<file path="src/rtl/softreg_responder_pkg.sv">
// Shell-facing soft-register types and constants shared by the responder and its users.
package ShellTypes;

    typedef struct packed {
        logic        valid;
        logic        isWrite;
        logic [31:0] addr;
        logic [63:0] data;
    } SoftRegReq;

    typedef struct packed {
        logic        valid;
        logic [63:0] data;
    } SoftRegResp;

    localparam logic [63:0] SOFTREG_ERR_DATA   = 64'hDEAD_DEAD_DEAD_DEAD;
    localparam int          SOFTREG_ADDR_SHIFT = 3;
    localparam int          SOFTREG_IDX_W      = 32 - SOFTREG_ADDR_SHIFT;

    // Byte address -> 64-bit word index relative to the block base; wraps modulo 2^32.
    function automatic logic [SOFTREG_IDX_W-1:0] softreg_idx(input logic [31:0] addr,
                                                             input logic [31:0] base);
        logic [31:0] diff;
        diff = addr - base;
        return diff[31:SOFTREG_ADDR_SHIFT];
    endfunction

endpackage

</file>
<file path="src/rtl/softreg_responder.sv">
// Two-stage soft-register responder: control bank, status word, cycle counter.
// Optional feature: define SOFTREG_ACCESS_CNT_EN to map an access-count register at idx NUM_REGS+2.
module softreg_responder
    import ShellTypes::*;
#(
    parameter logic [31:0] BASE_ADDR = 32'h0000_0000,
    parameter int          NUM_REGS  = 8
) (
    input  logic                     clk,
    input  logic                     rst_n,
    input  SoftRegReq                softreg_req,
    output SoftRegResp               softreg_resp,
    output logic [NUM_REGS*64-1:0]   reg_out,
    output logic [NUM_REGS-1:0]      reg_wr_pulse,
    input  logic [63:0]              status_in
);

    localparam int IDX_W = SOFTREG_IDX_W;
    localparam logic [IDX_W-1:0] STATUS_IDX = IDX_W'(NUM_REGS);
    localparam logic [IDX_W-1:0] CYCLE_IDX  = IDX_W'(NUM_REGS + 1);
`ifdef SOFTREG_ACCESS_CNT_EN
    localparam logic [IDX_W-1:0] ACC_IDX    = IDX_W'(NUM_REGS + 2);
`endif

    logic                         s1_vld_q;
    logic                         s1_wr_q;
    logic [IDX_W-1:0]             s1_idx_q;
    logic [63:0]                  s1_data_q;

    logic [NUM_REGS-1:0][63:0]    regs_q;
    logic [NUM_REGS-1:0]          pulse_q;
    SoftRegResp                   resp_q;
    logic [63:0]                  cycle_q;

    logic [63:0]                  rd_data_d;
    logic [NUM_REGS-1:0]          wr_hot_d;
    logic                         mapped_d;

`ifdef SOFTREG_ACCESS_CNT_EN
    logic [31:0]                  rd_cnt_q;
    logic [31:0]                  wr_cnt_q;
`endif

    // S2 decode: index compare per register keeps the select free of wide array indexing.
    always_comb begin
        rd_data_d = SOFTREG_ERR_DATA;
        wr_hot_d  = '0;
        mapped_d  = 1'b0;
        for (int i = 0; i < NUM_REGS; i++) begin
            if (s1_idx_q == IDX_W'(i)) begin
                rd_data_d   = regs_q[i];
                mapped_d    = 1'b1;
                wr_hot_d[i] = s1_vld_q & s1_wr_q;
            end
        end
        if (s1_idx_q == STATUS_IDX) begin
            rd_data_d = status_in;
            mapped_d  = 1'b1;
        end
        if (s1_idx_q == CYCLE_IDX) begin
            rd_data_d = cycle_q;
            mapped_d  = 1'b1;
        end
`ifdef SOFTREG_ACCESS_CNT_EN
        if (s1_idx_q == ACC_IDX) begin
            rd_data_d = {rd_cnt_q, wr_cnt_q};
            mapped_d  = 1'b1;
        end
`endif
    end

    always_ff @(posedge clk) begin
        if (!rst_n) begin
            s1_vld_q  <= 1'b0;
            s1_wr_q   <= 1'b0;
            s1_idx_q  <= '0;
            s1_data_q <= '0;
            regs_q    <= '0;
            pulse_q   <= '0;
            resp_q    <= '0;
            cycle_q   <= '0;
        end else begin
            s1_vld_q  <= softreg_req.valid;
            s1_wr_q   <= softreg_req.isWrite;
            s1_idx_q  <= softreg_idx(softreg_req.addr, BASE_ADDR);
            s1_data_q <= softreg_req.data;
            cycle_q   <= cycle_q + 64'd1;
            pulse_q   <= wr_hot_d;
            resp_q    <= '0;
            for (int i = 0; i < NUM_REGS; i++) begin
                if (wr_hot_d[i]) regs_q[i] <= s1_data_q;
            end
            if (s1_vld_q && !s1_wr_q) begin
                resp_q.valid <= 1'b1;
                resp_q.data  <= rd_data_d;
            end
        end
    end

`ifdef SOFTREG_ACCESS_CNT_EN
    // Saturating counters of mapped accesses, sampled as they leave S2.
    always_ff @(posedge clk) begin
        if (!rst_n) begin
            rd_cnt_q <= '0;
            wr_cnt_q <= '0;
        end else if (s1_vld_q && mapped_d) begin
            if (s1_wr_q) begin
                if (wr_cnt_q != 32'hFFFF_FFFF) wr_cnt_q <= wr_cnt_q + 32'd1;
            end else begin
                if (rd_cnt_q != 32'hFFFF_FFFF) rd_cnt_q <= rd_cnt_q + 32'd1;
            end
        end
    end
`endif

    assign reg_out      = regs_q;
    assign reg_wr_pulse = pulse_q;
    assign softreg_resp = resp_q;

endmodule

</file>
<file path="config.mk">
export PLATFORM = sky130hd
export DESIGN_NAME = softreg_responder
export DESIGN_NICKNAME = d
export VERILOG_FILES = /design/src/rtl/softreg_responder_pkg.sv /design/src/rtl/softreg_responder.sv
export SDC_FILE = /design/constraint.sdc
export NUM_CORES = 2
export LEC_CHECK = 0
export BUFFER_PORTS_ARGS = -buffer_cell sky130_fd_sc_hd__buf_4
export CAP_MARGIN = 10
export CORE_MARGIN = 1.5
export CORE_UTILIZATION = 33
export CTS_CLUSTER_SIZE = 30
export DETAILED_ROUTE_END_ITERATION = 8
export GPL_TIMING_DRIVEN = 0
export MAX_ROUTING_LAYER = met4
export PLACE_DENSITY = 0.62
export SYNTH_ARGS = -nofsm -noshare
export SYNTH_HDL_FRONTEND = slang
export SYNTH_SLANG_ARGS = --single-unit
</file>
<file path="constraint.sdc">
create_clock -name clk -period 3.9 [get_ports clk]
set_clock_uncertainty 0.2 [all_clocks]
set_input_delay 0.195 -clock clk [delete_from_list [all_inputs] [get_ports clk]]
set_output_delay 0.195 -clock clk [all_outputs]
set_load 0.01 [all_outputs]
</file>
# Yosys cells after proc, flatten, opt, wreduce, memory -nomap -nowiden
# Index checks and enable logic that the tools add are counted.
# totals
in_bits	164
ff_bits	744
ramBits	0
latch_bits	0
mem_bits_ro	0
wordCells	50
n_memories	0
out_inout_bits	585
# classes
n_shift	0
bitwise_logic	1
multipliers	0
mux	19
add_sub_neg	1
n_eq_ne	9
div	0
n_lt_le_gt_ge	0
reduce_logical	4
# ops
cell	count
$mux W64	10
$eq A29 B3 Y1 const B	4
$mux W65	1
$add A64 B1 Y64 const B	1
$eq A29 B2 Y1 const B	2
$eq A29 B4 Y1 const B	2
$eq A29 B1 Y1 const B	1
$logic_not A29 Y1	1
$mux W1	8
$reduce_and A2 Y1	1
$and A1 B1 Y1	1
$logic_and A1 B1 Y1	1
$logic_not A1 Y1	1

# Depth between registers and ports, before layout
# logic_depth
word_depth	12
mapped_depth	10
mapped_depth_nobuf	7

# Worst setup path before layout
# OpenSTA, ideal clock, no wires.
# synth_timing
path_kind	reg-to-reg
start	reg cycle_q[48]
end	reg cycle_q[55]
setup_time_ns	0.070
n_path_buf	1
slack_ns	1.346
arrival_ns	2.284
path_stages_with_launch	8
synth_period_minus_slack_ns	2.554
required_ns	3.630
path_cell_list	dfxtp_1 nand3_2 or3_4 or4_4 or3_1 clkbuf_2 or3_1 a21oi_1
# synth_between
elab_chain_cells	1
# synth_rtl
item	line	text
from (decl)	softreg_responder.sv:33	logic [63:0] cycle_q;
from (signal assigned)	softreg_responder.sv:87	cycle_q <= cycle_q + 64'd1;
$add A64 B1 Y64	softreg_responder.sv:87	
# Every way passes these cells.
# A chain may end at the register's enable or synchronous reset.

# Worst setup path in the final report
# layout_timing
start	reg s1_idx_q[22]
end	reg regs_q, in the netlist reg_out[33]
# layout_between
elab_chain_cells	2
# layout_rtl
item	line	text
from (decl)	softreg_responder.sv:27	logic [IDX_W-1:0] s1_idx_q;
from (signal assigned)	softreg_responder.sv:85	s1_idx_q <= softreg_idx(softreg_req.addr, BASE_ADDR);
$logic_not A29 Y1	softreg_responder.sv:50	if (s1_idx_q == IDX_W'(i)) begin
$mux W1	softreg_responder.sv:50	
to (signal, indexed assignment)	softreg_responder.sv:91	if (wr_hot_d[i]) regs_q[i] <= s1_data_q;
to (decl)	softreg_responder.sv:30	logic [NUM_REGS-1:0][63:0] regs_q;
# Every way passes these cells.

==> impl_metrics.csv <==
group,metric,value,unit
clocking,clk_root_buffer_cell,"clkbuf_16",
pwr,power_density_of_the_placed_cells,403,nW/um2
layout,finalNonFillerCells,6020,
layout,post_route_cells_drive_above_1_share,0.240,
detailed_routing,routed_via_density,5.66,
detailed_routing,drtIter0Drc,4356,
critical_path,setup.worst_path.end_class,"register",
global_route,grt_max_degree,14,
global_route,grt_antenna_before_repair,13,
clocking,ctsLongestPathBuffers,3,
critical_path,setup.reg_to_reg.worst_slack,0.01,ns
clocking,insertion_delay,0.71,ns
detailed_routing,route.final.wire_length,180000,um
placement,numPlacedInstances,5683,
synthesis,postSynthNetCount,3908,
global_route,grt_pass1_vias,31400,
layout,core_utilization_of_the_finished_layout,0.464,
synthesis,synth.distinct_cells,49,
hold_path,min_delay_path_depth,3,
sta,maxSlewHeadroom,0.0407,
clocking,cts_num_sinks,744,
detailed_routing,vias,34100,
critical_path,path_buf_inv,5,
placement,placement.cell_area,37700,um2
sta,max_freq,257,MHz
detailed_routing,wl_met3,20600,um
critical_path,cp_cell_sequence,"nor4_1, nand4_2, buf_4, buf_4, nor3_2, nand2_1, clkbuf_1, buf_8, clkbuf_1, nand2_1, a21oi_1",
critical_path,critical_path.top_delay_family,"simple AND/OR/NAND/NOR gates",
critical_path,worstReg2RegStart,"s1_idx_q[22]$_SDFF_PN0_",
synthesis,post_synthesis_compound_gate_area_fraction,0.145,
synthesis,syn-instance-count,3743,
die,num_io_pins,749,
detailed_routing,remaining_drc_errors,0,
critical_path,worstRegToRegCells,11,
placement,count_of_port_buffers_added_during_placement,745,
sta,tightest_slew,1.44,ns
die,floorplan.initialDensity,0.333,
critical_path,worst_ep_required_time,4.24,ns
detailed_routing,postRouteAntennaNets,0,
clocking,clkSlewWorstSetupHoldPaths,0.06,ns
flow_run,timing.max_cap.violations,0,
critical_path,critical_path_peak_fanout,10,
synthesis,synth_top_area_frac,0.489,
hold_path,worstHoldStart,"softreg_req[26]",
critical_path,startpoint_type,"register",
synthesis,synth_seq_cells,744,
clocking,cts_tree,"yes",
critical_path,worstPathArrival,4.23,ns
synthesis,synth-edff-count,0,
synthesis,yosys.cell_count.top_type,"nand2_1",
synthesis,postSynthAreaPerCell,8.13,um2
critical_path,critical_path_class,"register to register",
clocking,clock_tree.htree_level_count,3,
detailed_routing,route.layer.met1.wl,70000,um
detailed_routing,highest-signal-layer,"met4",
synthesis,synth_xor_xnor_area_share,0.0135,
die,placement_rows,111,
detailed_routing,route.met2.wl,76100,um
hold_path,hold_end,"s1_data_q[26]$_SDFF_PN0_",
sta,finalSetupViolations,0,
synthesis,largest_family_of_logic_cells_by_synthesized_area,"simple AND/OR/NAND/NOR gates",
synthesis,synth_flop_cell,"dfxtp_1",
die,die_w,307,um
critical_path,cp_slowest_stage_delay,0.60,ns
layout,layout.cell_area.non_filler,42500,um2
synthesis,yosys.area_share.adder,0.000411,
synthesis,post_synth_main_area_contributors,"dfxtp_1, nand2_1, a21oi_1, mux4_2, clkbuf_1",
sta,finalHoldViolCount,0,
pwr,irDropWorstVdd,334,uV
die,core-area,91500,um2
die,die_y,307,um
layout,finalNetCount,4926,
synthesis,yosys.area_share.simple,0.235,
critical_path,regToRegEndpoint,"reg_out[33]$_SDFFE_PN0P_",
layout,num-fill-cells,8962,
synthesis,synth.cells.most_frequent,"nand2_1, dfxtp_1, a21oi_1",
sta,layout_min_cycle_time,3.89,ns
placement,dp.final_hpwl,132000,um
global_route,gr-total-overflow,0,
global_route,grt_first_pass_wirelength,243000,um
global_route,grt_use_total,0.377,
synthesis,yosysWarningCount,0,
synthesis,synth.largest_area_cell,"dfxtp_1",
clocking,cts_inserted_buffers,85,
hold_path,hp-class,"primary input to register",
synthesis,post_synth_instance_area,30400,um2
pwr,p_leak,15.9,nW
run_status,outcome,"complete, no violations",
sta,maxSlewViolCount,0,
die,design.die.area,94100,um2
synthesis,ys_seq_area_frac,0.489,
detailed_routing,detailedRoute.firstPassIterationCount,7,
synthesis,synth.area.mux_share,0.0644,
layout,flow.area_growth_from_synthesis,39.5,%
detailed_routing,wl_per_cell,29.8,um
sta,min_period_over_period,0.996,
sta,unrepaired_setup_endpoints_after_global_routing,"false",
placement,globalplace.congestion,0.965,
critical_path,worst_path_max_delay_cell,"nor3_2",
synthesis,ys_async_sr_fraction,0,
==> report_power, final <==
group          leakage (nW)  internal [mW]  switching [mW]
clock network          1.42           4.78            3.60
registers              6.02           7.67          0.0316
logic                  8.47          0.388           0.651
==> layer usage <==
layer,track usage,up-vias
met1,0.462,16400
met3,0.114,591
met4,0.213,0
li1,-,14700
met2,0.550,2389
met5,-,-
==> how the worst max path moves through the flow <==
stage,endpoint,depth (start not counted),startpoint
global route,reg_out[27]$_SDFFE_PN0P_,11,s1_idx_q[22]$_SDFF_PN0_
finish,reg_out[33]$_SDFFE_PN0P_,11,s1_idx_q[22]$_SDFF_PN0_
global placement,reg_out[254]$_SDFFE_PN0P_,8,s1_idx_q[0]$_SDFF_PN0_
detailed placement,reg_out[110]$_SDFFE_PN0P_,8,s1_idx_q[13]$_SDFF_PN0_
CTS,softreg_resp[33]$_SDFF_PN0_,8,s1_idx_q[6]$_SDFF_PN0_
floorplan,cycle_q[55]$_SDFF_PN0_,7,cycle_q[48]$_SDFF_PN0_
==> sequential cells by signal, summed over array words and instances (netlist names) <==
register      flops
reg_out         512
softreg_resp     65
cycle_q          64
s1_data_q        64
s1_idx_q         29
reg_wr_pulse      8
s1_vld_q          1
s1_wr_q           1
==> cell usage in the layout (no fill, tap or decap), types with 5 or more instances in the layout <==
cell type,synthesis,layout
nand2_1,1154,1154
buf_4,6,769
dfxtp_1,744,744
a21oi_1,560,560
clkbuf_1,213,200
dlygate4sd3_1,0,159
nor3_1,138,136
buf_2,115,117
and2_1,101,101
o21ai_0,94,93
clkbuf_16,0,85
nor2_1,72,69
mux4_2,64,64
a211oi_1,59,55
mux2i_1,52,52
nor4_1,51,49
o211ai_1,35,35
o22ai_1,34,34
xnor2_1,30,30
and3_1,29,29
clkbuf_2,1,28
nand4_1,27,27
nand3_1,27,23
inv_1,23,23
clkbuf_8,0,20
or3_1,17,17
xor2_1,17,17
clkinv_2,0,16
buf_1,17,11
and4_1,9,9
a22oi_1,9,9
o2111ai_1,9,9
buf_8,0,9
diode_2,0,7
bufinv_16,0,5
==> worst reg2reg max path, stage by stage (launching register included) <==
cell	delay [ns]
dfxtp_1	0.31
nor4_1	0.51
nand4_2	0.16
buf_4	0.22
buf_4	0.17
nor3_2	0.60
nand2_1	0.15
clkbuf_1	0.44
buf_8	0.32
clkbuf_1	0.38
nand2_1	0.18
a21oi_1	0.08
==> kinds of logic (layout without fill, tap and decap cells) <==
logic type	after synthesis	after routing
fa+ha+maj	1	1
flops	744	744
xor+xnor	47	47
simple gates	1650	1650
buf+inv	377	1461
mux	116	116
other cells	0	7
compound gates	808	808
==> stage by stage <==
stage               setup TNS, ns  power (mW)  setup WS (ns)  hold WS [ns]
floorplan                       0        8.23           1.35         0.122
global placement          -422.94        8.72          -1.47         0.203
detailed placement        -378.96        8.73          -1.13         0.205
CTS                             0        17.1        0.00430        0.0129
global route                    0        17.5         0.0181        0.0278
finish                          0        17.1         0.0143        0.0392
==> layout make-up <==
cell class | count | area, um2 | area share
clock buffers | 122 | 2470 | 0.0581
repair buffers | 933 | 7490 | 0.176
plain buffers | 350 | 1550 | 0.0364
clock inverters | 31 | 403 | 0.00949
well taps | 1186 | 1480 | 0.0349
diodes | 7 | 17.5 | 0.000412
inverters | 25 | 93.8 | 0.00221
flip-flops and latches | 744 | 14900 | 0.351
multi-input cells | 2622 | 14100 | 0.331
==> timing repair <==
action | CTS | global route
gates resized for setup | 34 | 30
setup buffers | 13 | 5
pin swaps | 5 | 1
setup endpoints to repair | 515 | 161
endpoints found under the hold margin | 159 | 0
hold buffers | 159 | 0
Note: power is estimated with default switching activity, not from simulation.
